File: src/rtl/alu_hs.sv
// Handshaked WIDTH-bit ALU: single-cycle logic/arith/shift ops plus a
// multi-cycle shift-add multiplier; result and flags held until consumed.
module alu_hs #(
  parameter int unsigned WIDTH = 4,
  parameter int unsigned SHW   = $clog2(WIDTH)
) (
  input  logic             clk,
  input  logic             rst_n,
  input  logic             in_valid,
  output logic             in_ready,
  input  logic [3:0]       fun_sel,
  input  logic [WIDTH-1:0] in_a,
  input  logic [WIDTH-1:0] in_b,
  output logic             out_valid,
  input  logic             out_ready,
  output logic [WIDTH-1:0] res,
  output logic             cout,
  output logic             overflow,
  output logic             zero
);

  localparam int unsigned AW  = 2 * WIDTH;
  localparam int unsigned MSB = WIDTH - 1;

  localparam logic [3:0] OP_ADD  = 4'd0;
  localparam logic [3:0] OP_SUB  = 4'd1;
  localparam logic [3:0] OP_NOT  = 4'd2;
  localparam logic [3:0] OP_AND  = 4'd3;
  localparam logic [3:0] OP_OR   = 4'd4;
  localparam logic [3:0] OP_XOR  = 4'd5;
  localparam logic [3:0] OP_SLT  = 4'd6;
  localparam logic [3:0] OP_EQ   = 4'd7;
  localparam logic [3:0] OP_SLTU = 4'd8;
  localparam logic [3:0] OP_SLL  = 4'd9;
  localparam logic [3:0] OP_SRL  = 4'd10;
  localparam logic [3:0] OP_SRA  = 4'd11;
  localparam logic [3:0] OP_MUL  = 4'd12;

  typedef enum logic [1:0] {S_IDLE, S_BUSY, S_DONE} state_t;

  state_t           state_q, state_d;
  logic [WIDTH-1:0] mcand_q, mcand_d;
  logic [WIDTH-1:0] mplier_q, mplier_d;
  logic [SHW-1:0]   cnt_q, cnt_d;
  logic [AW-1:0]    acc_q, acc_d;
  logic [WIDTH-1:0] res_q, res_d;
  logic             cout_q, cout_d;
  logic             ovf_q, ovf_d;
  logic             zero_q, zero_d;
  logic             in_ready_q, in_ready_d;
  logic             out_valid_q, out_valid_d;

  logic [WIDTH:0]   add_c, sub_c;
  logic [SHW-1:0]   sh_c;
  logic [WIDTH-1:0] alu_res_c;
  logic             alu_cout_c, alu_ovf_c;

  // Single-cycle datapath, evaluated on the live operands at acceptance.
  always_comb begin
    add_c      = {1'b0, in_a} + {1'b0, in_b};
    sub_c      = {1'b0, in_a} + {1'b0, ~in_b} + (WIDTH+1)'(1);
    sh_c       = in_b[SHW-1:0];
    alu_res_c  = '0;
    alu_cout_c = 1'b0;
    alu_ovf_c  = 1'b0;
    case (fun_sel)
      OP_ADD: begin
        alu_res_c  = add_c[WIDTH-1:0];
        alu_cout_c = add_c[WIDTH];
        alu_ovf_c  = (in_a[MSB] == in_b[MSB]) && (add_c[MSB] != in_a[MSB]);
      end
      OP_SUB: begin
        alu_res_c  = sub_c[WIDTH-1:0];
        alu_cout_c = sub_c[WIDTH];
        alu_ovf_c  = (in_a[MSB] != in_b[MSB]) && (sub_c[MSB] != in_a[MSB]);
      end
      OP_NOT:  alu_res_c = ~in_a;
      OP_AND:  alu_res_c = in_a & in_b;
      OP_OR:   alu_res_c = in_a | in_b;
      OP_XOR:  alu_res_c = in_a ^ in_b;
      OP_SLT:  alu_res_c = WIDTH'($signed(in_a) < $signed(in_b));
      OP_EQ:   alu_res_c = WIDTH'(in_a == in_b);
      OP_SLTU: alu_res_c = WIDTH'(in_a < in_b);
      OP_SLL:  alu_res_c = in_a << sh_c;
      OP_SRL:  alu_res_c = in_a >> sh_c;
      OP_SRA:  alu_res_c = WIDTH'($signed(in_a) >>> sh_c);
      default: alu_res_c = '0;
    endcase
  end

  always_ff @(posedge clk or negedge rst_n) begin
    if (!rst_n) begin
      state_q     <= S_IDLE;
      mcand_q     <= '0;
      mplier_q    <= '0;
      cnt_q       <= '0;
      acc_q       <= '0;
      res_q       <= '0;
      cout_q      <= 1'b0;
      ovf_q       <= 1'b0;
      zero_q      <= 1'b1;
      in_ready_q  <= 1'b1;
      out_valid_q <= 1'b0;
    end else begin
      state_q     <= state_d;
      mcand_q     <= mcand_d;
      mplier_q    <= mplier_d;
      cnt_q       <= cnt_d;
      acc_q       <= acc_d;
      res_q       <= res_d;
      cout_q      <= cout_d;
      ovf_q       <= ovf_d;
      zero_q      <= zero_d;
      in_ready_q  <= in_ready_d;
      out_valid_q <= out_valid_d;
    end
  end

  always_comb begin
    state_d     = state_q;
    mcand_d     = mcand_q;
    mplier_d    = mplier_q;
    cnt_d       = cnt_q;
    acc_d       = acc_q;
    res_d       = res_q;
    cout_d      = cout_q;
    ovf_d       = ovf_q;
    zero_d      = zero_q;
    in_ready_d  = in_ready_q;
    out_valid_d = out_valid_q;
    case (state_q)
      S_IDLE: begin
        if (in_valid) begin
          in_ready_d = 1'b0;
          if (fun_sel == OP_MUL) begin
            state_d  = S_BUSY;
            mcand_d  = in_a;
            mplier_d = in_b;
            cnt_d    = '0;
            acc_d    = '0;
          end else begin
            state_d     = S_DONE;
            res_d       = alu_res_c;
            cout_d      = alu_cout_c;
            ovf_d       = alu_ovf_c;
            zero_d      = (alu_res_c == '0);
            out_valid_d = 1'b1;
          end
        end
      end
      S_BUSY: begin
        // One multiplier bit per cycle; the last iteration latches the result.
        if (mplier_q[cnt_q]) begin
          acc_d = acc_q + (AW'(mcand_q) << cnt_q);
        end
        cnt_d = cnt_q + SHW'(1);
        if (cnt_q == SHW'(WIDTH - 1)) begin
          state_d     = S_DONE;
          cnt_d       = '0;
          res_d       = acc_d[WIDTH-1:0];
          cout_d      = 1'b0;
          ovf_d       = |acc_d[AW-1:WIDTH];
          zero_d      = (acc_d[WIDTH-1:0] == '0);
          out_valid_d = 1'b1;
        end
      end
      S_DONE: begin
        if (out_ready) begin
          state_d     = S_IDLE;
          out_valid_d = 1'b0;
          in_ready_d  = 1'b1;
        end
      end
      default: begin
        state_d     = S_IDLE;
        out_valid_d = 1'b0;
        in_ready_d  = 1'b1;
      end
    endcase
  end

  assign in_ready  = in_ready_q;
  assign out_valid = out_valid_q;
  assign res       = res_q;
  assign cout      = cout_q;
  assign overflow  = ovf_q;
  assign zero      = zero_q;

endmodule
File: config.mk
export PLATFORM = sky130hd
export DESIGN_NAME = alu_hs
export DESIGN_NICKNAME = d
export VERILOG_FILES = /design/src/rtl/alu_hs.sv
export SDC_FILE = /design/constraint.sdc
export NUM_CORES = 1
export LEC_CHECK = 0
export ABC_CLOCK_PERIOD_IN_PS = 8300
export BUFFER_PORTS_ARGS = -buffer_cell sky130_fd_sc_hd__buf_2
export CAP_MARGIN = 20
export CORE_AREA = 10 10 76 78
export DETAILED_ROUTE_END_ITERATION = 6
export DIE_AREA = 0 0 86 88
export HOLD_SLACK_MARGIN = 0.12
export PLACE_DENSITY = 0.84
export REMOVE_ABC_BUFFERS = 1
export SLEW_MARGIN = 10
export SYNTH_ARGS = -nofsm -noshare
export SYNTH_HDL_FRONTEND = slang
export SYNTH_SLANG_ARGS = --single-unit
File: constraint.sdc
create_clock -name clk -period 8.3 [get_ports clk]
set_input_delay 1.66 -clock clk [delete_from_list [all_inputs] [get_ports clk]]
set_output_delay 1.66 -clock clk [all_outputs]
set_load 0.01 [all_outputs]
# [After elaboration in Yosys (flattened, before gate mapping)]
# Index checks and enable logic that the tools add are counted.
[word_totals] in_bits=16 elab_cells=111 output_inout_bits=9 reg_bits=29
[classes] n_reduce_logical=14 n_addsub=5 muxes=43 shifts=4 magnitude_cmp=3 eq_ne=25 bitwise_logic=6
[op_table] cell="4-bit case mux with 12 select lines" n=1
[op_table] cell="8-bit two-way mux" n=4
[op_table] cell="4-bit equality test (second input constant)" n=5
[op_table] cell="4-bit by 3-bit equality test with 1-bit output (second input constant)" n=4
[op_table] cell="1-bit two-way mux" n=16
[op_table] cell="8-bit case mux with 2 select lines" n=1
[op_table] cell="2-bit two-way mux" n=7
[op_table] cell="4-bit logical NOT" n=3
[op_table] cell="4-bit two-way mux" n=3
[op_table] cell="3-bit AND reduction" n=4
[op_table] cell="4-bit by 4-bit adder with 5-bit output" n=2
[op_table] cell="2-bit inequality test (second input constant)" n=5
[op_table] cell="1-bit case mux with 2 select lines" n=5
[op_table] cell="8-bit adder" n=1
[op_table] cell="4-bit by 2-bit equality test with 1-bit output (second input constant)" n=2
[op_table] cell="4-bit less-than comparator" n=2
[op_table] cell="4-bit inverter" n=2
[op_table] cell="4-bit case mux with 2 select lines" n=1
[op_table] cell="4-bit AND reduction" n=2
[op_table] cell="4-bit by 2-bit << shifter with 8-bit output" n=1
[op_table] cell="1-bit case mux with 3 select lines" n=2
[op_table] cell="2-bit case mux with 3 select lines" n=1
[op_table] cell="5-bit by 1-bit adder with 5-bit output (second input constant)" n=1
[op_table] cell="4-bit AND" n=1
[op_table] cell="20 further kinds" n=24

# [Logic depth before layout (Yosys ltp)]
# Gate-level depths: netlist (run 1).
[logic_depth] word_depth=9 depth_mapped=11 depth_no_buf=10

# [Worst setup path after synthesis (run 1)]
# No wires, ideal clock.
[synth_timing] kind="input -> register" startpoint="input port in_b[1]" endpoint="register zero_q (netlist: zero)" required_time_ps=8209 setup_slack_ps=4688 cell_stages=9 setup_time_ps=91 path_buffers=1 t_arrival_ps=3522 cell_sequence="clkbuf_1 inv_1 ha_1 o21ba_2 o211a_1 nor3_1 nor3_1 or3_1 o31ai_1"
[synth_between] elab_chain_len=8 elab_cells_between_ends=18 cone_classes="3 x add/sub; 2 x order compare; 1 x eq/ne; 3 x shift; 4 x mux; 4 x bitwise; 1 x reduce/logical"
[synth_rtl] element="from (decl)" line="13" rtl="input logic [WIDTH-1:0] in_b,"
[synth_rtl] element="4-bit inverter" line="61" rtl="sub_c = {1'b0, in_a} + {1'b0, ~in_b} + (WIDTH+1)'(1);"
[synth_rtl] element="4-bit by 4-bit adder with 5-bit output" line="61"
[synth_rtl] element="5-bit by 1-bit adder with 5-bit output" line="61"
[synth_rtl] element="4-bit case mux with 12 select lines (*)" line="66" rtl="case (fun_sel)"
[synth_rtl] element="4-bit logical NOT (*)" line="146" rtl="zero_d = (alu_res_c == '0);"
[synth_rtl] element="1-bit two-way mux (*)" line="135" rtl="if (fun_sel == OP_MUL) begin"
[synth_rtl] element="1-bit two-way mux (*)" line="133" rtl="if (in_valid) begin"
[synth_rtl] element="1-bit case mux with 2 select lines (*)" line="131" rtl="case (state_q)"
[synth_rtl] element="to (signal assigned)" line="113" rtl="zero_q <= zero_d;"
[synth_rtl] element="to (decl)" line="49" rtl="logic zero_q, zero_d;"
# Every way passes the cells marked *; elsewhere a longest branch is shown, timed or not. The select of a mux whose other input is x is not followed.
# A chain may end at the register's enable or synchronous reset.

# [Worst setup path after layout (run 1)]
[layout_timing] startpoint="input port in_a[0]" endpoint="register zero_q (netlist: zero)"
[layout_between] elab_chain_len=7 elab_cells_between_ends=18 cone_classes="3 x add/sub; 2 x order compare; 1 x eq/ne; 3 x shift; 4 x mux; 4 x bitwise; 1 x reduce/logical"
[layout_rtl] element="from (decl)" line="12" rtl="input logic [WIDTH-1:0] in_a,"
[layout_rtl] element="4-bit by 4-bit adder with 5-bit output" line="61"
[layout_rtl] element="5-bit by 1-bit adder with 5-bit output" line="61"
[layout_rtl] element="4-bit case mux with 12 select lines (*)" line="66"
[layout_rtl] element="4-bit logical NOT (*)" line="146"
[layout_rtl] element="1-bit two-way mux (*)" line="135"
[layout_rtl] element="1-bit two-way mux (*)" line="133"
[layout_rtl] element="1-bit case mux with 2 select lines (*)" line="131"
# Marks and branches as above.

==> results.tsv, run 1 <==
metric	value	unit
Sw Ratio	42.3	%
worst min-delay path class	flip-flop to flip-flop	
number of port buffers	24	
Final Setup Violations	0	
H-Tree Depth	2	
worst-path fanout max	7	
Residual DRC	0	
routability cong.	1.04	
GRT Overall Usage	17.1	%
CP Data Required Time	8.49	ns
clock share of power	17.5	%
Period minus WS final	3.54	ns
largest net degree at the start of global routing	30	
Tightest Pin Transition	0.650	ns
initial antenna violation count	0	
drt pass-1 iters	5	
Setup WS pre-CTS	4.51	ns
status	complete, no violations	
Resized Gates After CTS	0	
CP startpoint	in_a[0]	
die height	88	µm
Worst-path clk slew	0.07	ns
RSZ-0062 raised after global routing	false	
1st-iter DRT viols	144	
TritonCTS Buffers	5	
Placed Instances	374	
Area contributors post-synth	dfrtp_1 25%, ha_1 9.8%, o21ai_0 4.5%	
sequential element share of the synthesized area	27.2	%
first-pass GRT wire length	10800	µm
Hold Buf Count CTS	0	
sw power	272	µW
Post-synth EDFFs	0	
top-area cell type share of the netlist area	25.2	%
post-CTS setup buffer count	0	
row count	24	
via-per-instance ratio	6.33	
I/O pin count	25	
Final ANT Viol Nets	0	
CP Cell Sequence	buf_2 > inv_1 > ha_1 > fa_1 > o21bai_1 > o21ai_0 > a221oi_1 > o22a_1 > nand3_1 > o31ai_1	
fin nets	369	
Power, Total	644	µW
IR drop worst, VDD	0.117	mV
Final Hold Vio Count	0	
Detailed Place HPWL	5020	µm
Syn Area/Cell	8.44	µm²
cell with the most instances after synthesis	nand2_1	
Final Cycle Share	42.6	%
R2R Path End	overflow	
slowest CP cell	fa_1	
synthesized flop and latch total	29	
Clock Skew	0.0111	ns
logic gate share of total power	46.4	%
Max Transition Viols Final	0	
routed vias	2419	
Die Width	86	µm
crit path DAT	3.72	ns
startpoint types	input pin	
Int Power	372	µW
Initial Util	62.3	%
Total Die Area	7570	µm²
YS warnings	0	
mapped cell area	2680	µm²
register share of total power	36.2	%
Leak Pwr	1.38	nW
clock buffer depth	2	
Fillers	355	
element type at the critical path end	flip-flop	
TritonCTS Sinks	29	
DRT Wirelength	6480	µm
f_max	0.283	GHz
R2R Setup Slk	5.26	ns
slew margin rel.	56.1	%
commonest register cell after synthesis	dfrtp_1	
grt ovf	0	
worst setup margin	4.76	ns
core area	4290	µm²
Clock Latency Late Sink	0.28	ns
top post-synthesis cells by count	30 x nand2_1, 27 x dfrtp_1, 24 x o21ai_0, 22 x nor2_1, 21 x ha_1	
share of layout cells above drive strength 1	15.2	%
CTS tree	done	
Distinct cells, synth	59	
per-cell routed wire length	17.0	µm
area delta synth->final	6.83	%
Setup CP Type	input pin to flip-flop	
Mapped Cells	317	
Synth area leader	dfrtp_1	
R2R Path Start	cnt_q[1]	
Post-synth ARST share	100	%
Root Buffer	clkbuf_8	
crit-path max cell delay	0.43	ns
crit path to	zero	
Pwr Density	225	nW/µm²
vias in the first global route	2346	
final non-filler cell total	382	
ant diodes	0	
Max-cap violations	0	
setup_tns	0	ns
reg2reg path depth	10	
logic make-up after synthesis:
group | synth area share [%]
compound gates | 26.0
xor+xnor | 1.64
fa+ha+maj | 12.1
buf+inv | 5.42
flops | 27.2
mux | 7.11
simple gates | 20.5
sequential cells by signal, indices dropped and copies added (netlist names):
register and cells:
cout 1, state_q 2, acc_q 8, cnt_q 2
res 4, mcand_q 4, out_valid 1, in_ready 1
overflow 1, mplier_q 4, zero 1
critical path: cells and delay by family:
family,cells,cell delay (ns)
AO/OA/AOI/OAI,5,1.04
adder cells (fa/ha/maj),2,0.67
buffers and inverters,2,0.24
AND/OR/NAND/NOR,1,0.12
stage by stage:
step / instance area (µm²) / utilization, % / hold WS (ns)
detailed placement: 2770 / 64.6 / 0.471
CTS: 2860 / 66.6 / 0.484
global route: 2860 / 66.6 / 0.508
global placement: 2770 / 64.6 / 0.457
floorplan: 2590 / - / 0.445
finish: 2860 / 66.6 / 0.488
placed cells by master (no fill, tap or decap), types with 10 or more instances in the layout:
cell type  count
mux2i_1       10
dfrtp_1       27
nor2_1        22
buf_2         24
nand2_1       30
o21ai_0       24
a21oi_1       18
inv_1         14
ha_1          21
area by class of cell:
class / instances / area [µm²] / share of cell area [%]
Multi-Input combinational cell: 254 / 1800 / 63.1
Sequential cell: 29 / 728 / 25.5
Timing Repair Buffer: 24 / 120 / 4.20
Clock buffer: 5 / 68.8 / 2.41
Tap cell: 52 / 65.1 / 2.28
Inverter: 15 / 56.3 / 1.97
Clock inverter: 3 / 17.5 / 0.613
how the worst min path moves through the flow:
stage	cells past startpoint	slack, ns	endpoint	from
6_report	2	0.49	overflow	overflow
5_1_grt	2	0.51	mplier_q[1]	mplier_q[1]
4_1_cts	2	0.48	mplier_q[1]	mplier_q[1]
3_5_place_dp	2	0.47	mplier_q[1]	mplier_q[1]
3_3_place_gp	2	0.46	mplier_q[2]	mplier_q[2]
2_1_floorplan	2	0.44	mplier_q[2]	mplier_q[2]
power by group through the flow:
stage	registers [mW]	clock network [mW]	logic, mW
after CTS	0.232	0.114	0.298
after floorplan	0.226	0	0.214
after global routing	0.240	0.120	0.340
final	0.233	0.113	0.299
after detailed placement	0.234	0	0.297
after global placement	0.232	0	0.289
per-layer routing:
metal	share of wire (%)	track usage, %	up-vias
li1	-	-	1192
met1	45	21.0	1138
met2	49	29.7	81
met3	5.2	2.41	8
met4	1.2	6.44	0
met5	0	0	-
No activity file was read; power rests on OpenSTA's default activity.
==> inputs of run 2 (changes only) <==
--- a/config.mk
+++ b/config.mk
@@ -5,14 +5,14 @@
 export SDC_FILE = /design/constraint.sdc
 export NUM_CORES = 1
 export LEC_CHECK = 0
-export ABC_CLOCK_PERIOD_IN_PS = 8300
+export ABC_CLOCK_PERIOD_IN_PS = 3100
 export BUFFER_PORTS_ARGS = -buffer_cell sky130_fd_sc_hd__buf_2
 export CAP_MARGIN = 20
-export CORE_AREA = 10 10 76 78
+export CORE_AREA = 10 10 82 84
 export DETAILED_ROUTE_END_ITERATION = 6
-export DIE_AREA = 0 0 86 88
+export DIE_AREA = 0 0 92 94
 export HOLD_SLACK_MARGIN = 0.12
-export PLACE_DENSITY = 0.84
+export PLACE_DENSITY = 0.76
 export REMOVE_ABC_BUFFERS = 1
 export SLEW_MARGIN = 10
 export SYNTH_ARGS = -nofsm -noshare
==> constraint.sdc (replaced) <==
create_clock -name clk -period 3.1 [get_ports clk]
set_input_delay 0.62 -clock clk [delete_from_list [all_inputs] [get_ports clk]]
set_output_delay 0.62 -clock clk [all_outputs]
set_load 0.01 [all_outputs]
==> run 2 against run 1 <==
Effect of this change:
- wire length grew 2.1%
- clock-buffer cell count is 2 higher
- utilization is 9.1 points lower
- power increased to 2.8 times the previous value
- design area is 2.1% higher
- sequential power grew to 2.6 times the previous value
- global-route usage fell by 1.1 points
- clock power rose to 3.5 times the previous value
- sequential share of layout area is 0.52 points lower
- clock skew fell by 0.0033 ns
- die area rose by 14%
- critical endpoint is now overflow
==> results.tsv, run 2 (synthesis results as in run 1) <==
metric	value	unit	change
hold slack	0.361	ns	-0.127 ns
Resized Gates After CTS	0		unchanged
commonest non-fill, non-tap cell in the layout	nand2_1		
Hold Buf Count CTS	0		unchanged
crit path DAT	2.93	ns	-0.79 ns
R2R Path End	overflow		
fin nets	370		+0.27%
Setup WS pre-CTS	0.335	ns	-4.17 ns
per-cell routed wire length	16.5	µm	-2.7%
DRT Wirelength	6620	µm	+2.1%
worst setup margin	0.321	ns	-4.44 ns
largest net degree at the start of global routing	30		unchanged
startpoint types	flip-flop		
Root Buffer	clkbuf_8		
Final Hold Vio Count	0		unchanged
Design Area, Final	2920	µm²	+2.1%
H-Tree Depth	2		unchanged
first-pass GRT wire length	11600	µm	+7.7%
element type at the critical path end	flip-flop		
CP Data Required Time	3.25	ns	-5.24 ns
Tightest Pin Transition	0.638	ns	-0.0121 ns
Worst-path clk slew	0.06	ns	about the same
area delta synth->final	9.07	%	
RSZ-0062 raised after global routing	false		
Total Die Area	8650	µm²	+14%
initial antenna violation count	0		unchanged
routed vias	2464		+1.9%
Period minus WS final	2.78	ns	
core area	5070	µm²	+18%
die height	94	µm	+6.8%
post-CTS setup buffer count	0		unchanged
Pwr Density	627	nW/µm²	+180%
share of layout cells above drive strength 1	15.1	%	-0.046 points
f_max	0.360	GHz	
Max Transition Viols Final	0		unchanged
final non-filler cell total	401		+5.0%
Setup CP Type	flip-flop to flip-flop		
number of port buffers	24		unchanged
R2R Setup Slk	0.32	ns	-4.94 ns
R2R Path Start	cnt_q[0]		
IR drop worst, VDD	0.340	mV	+190%
Register Area	728	µm²	unchanged
Final ANT Viol Nets	0		unchanged
Final Cycle Share	89.6	%	
Placement Cell Area	2800	µm²	+1.1%
Fillers	496		+40%
grt ovf	0		unchanged
multi-input logic area	1800	µm²	unchanged
Final Setup Violations	0		unchanged
worst-path fanout max	14		+7
slew margin rel.	57.5	%	+1.4 points
I/O pin count	25		unchanged
row count	26		+8.3%
setup_tns	0	ns	unchanged
clock buffer depth	2		unchanged
GRT Overall Usage	16.0	%	-1.1 points
vias in the first global route	2485		+5.9%
TritonCTS Sinks	29		unchanged
1st-iter DRT viols	128		-11%
TritonCTS Buffers	5		unchanged
Residual DRC	0		unchanged
Placed Instances	393		+5.1%
commonest non-fill, non-tap cells in the layout	30 x nand2_1, 27 x dfrtp_1, 24 x o21ai_0, 24 x buf_2, 22 x nor2_1		
max FFs per register	8		unchanged
Top reg by flops	acc_q		
Leak Pwr	1.40	nW	+1.4%
Clock Latency Late Sink	0.27	ns	about the same
Detailed Place HPWL	5140	µm	+2.3%
Core Util, Final	57.5	%	-9.1 points
via-per-instance ratio	6.14		-3.0%
status	complete, no violations		
worst min-delay path class	input pin to asynchronous set/reset pin		
Die Width	92	µm	+7.0%
CTS tree	done		
ant diodes	0		unchanged
reg2reg path depth	9		-1
Initial Util	52.7	%	-9.6 points
Max-cap violations	0		unchanged
Power, Total	1.83	mW	+180%
drt pass-1 iters	4		-1
Clock Skew	0.00778	ns	-0.00330 ns
routability cong.	0.980		-5.6%
[run 2: cell types whose count changed in the layout (fill, tap and decap cells not counted)]
cell,delta
clkinv_2,-2
buf_4,+1
bufinv_16,+1
clkbuf_1,+1
clkbuf_8,+1
clkinvlp_4,-1
[run 2: cell type report]
type	count	area share [%]
inverter	15	1.93
timing repair buffer	25	4.37
tap	70	3.00
clock inverter	1	1.03
sequential	29	24.9
multi-input combinational	254	61.8
clock buffer	7	2.96
[run 2: worst max-delay path by stage]
| stage | from | to |
|---|---|---|
| floorplan | cnt_q[1] | overflow |
| global placement | in_b[0] | zero |
| detailed placement | in_b[1] | zero |
| CTS | cnt_q[0] | overflow |
| global route | cnt_q[0] | overflow |
| finish | cnt_q[0] | overflow |
[run 2: critical path, cell delays in order, from the launching register on]
cell       delay (ns)
dfrtp_1          0.61
nor3b_1          0.12
ha_1             0.24
fa_1             0.41
a211o_1          0.30
a21o_1           0.19
a211oi_1         0.23
mux2i_1          0.11
a2111oi_2        0.34
o21ai_1          0.10
[run 2: metal layers]
metal,part of all wire (%),up-vias,track usage (%)
met5,0,-,0
met2,49,68,26.8
met1,46,1185,19.7
li1,-,1192,-
met3,3.6,19,2.48
met4,2.4,0,7.46
[run 2: power breakdown]
part / internal, mW / switching [mW]
Combinational: 0.364 / 0.465
Sequential: 0.488 / 0.118
Clock: 0.262 / 0.133
Total: 1.11 / 0.716
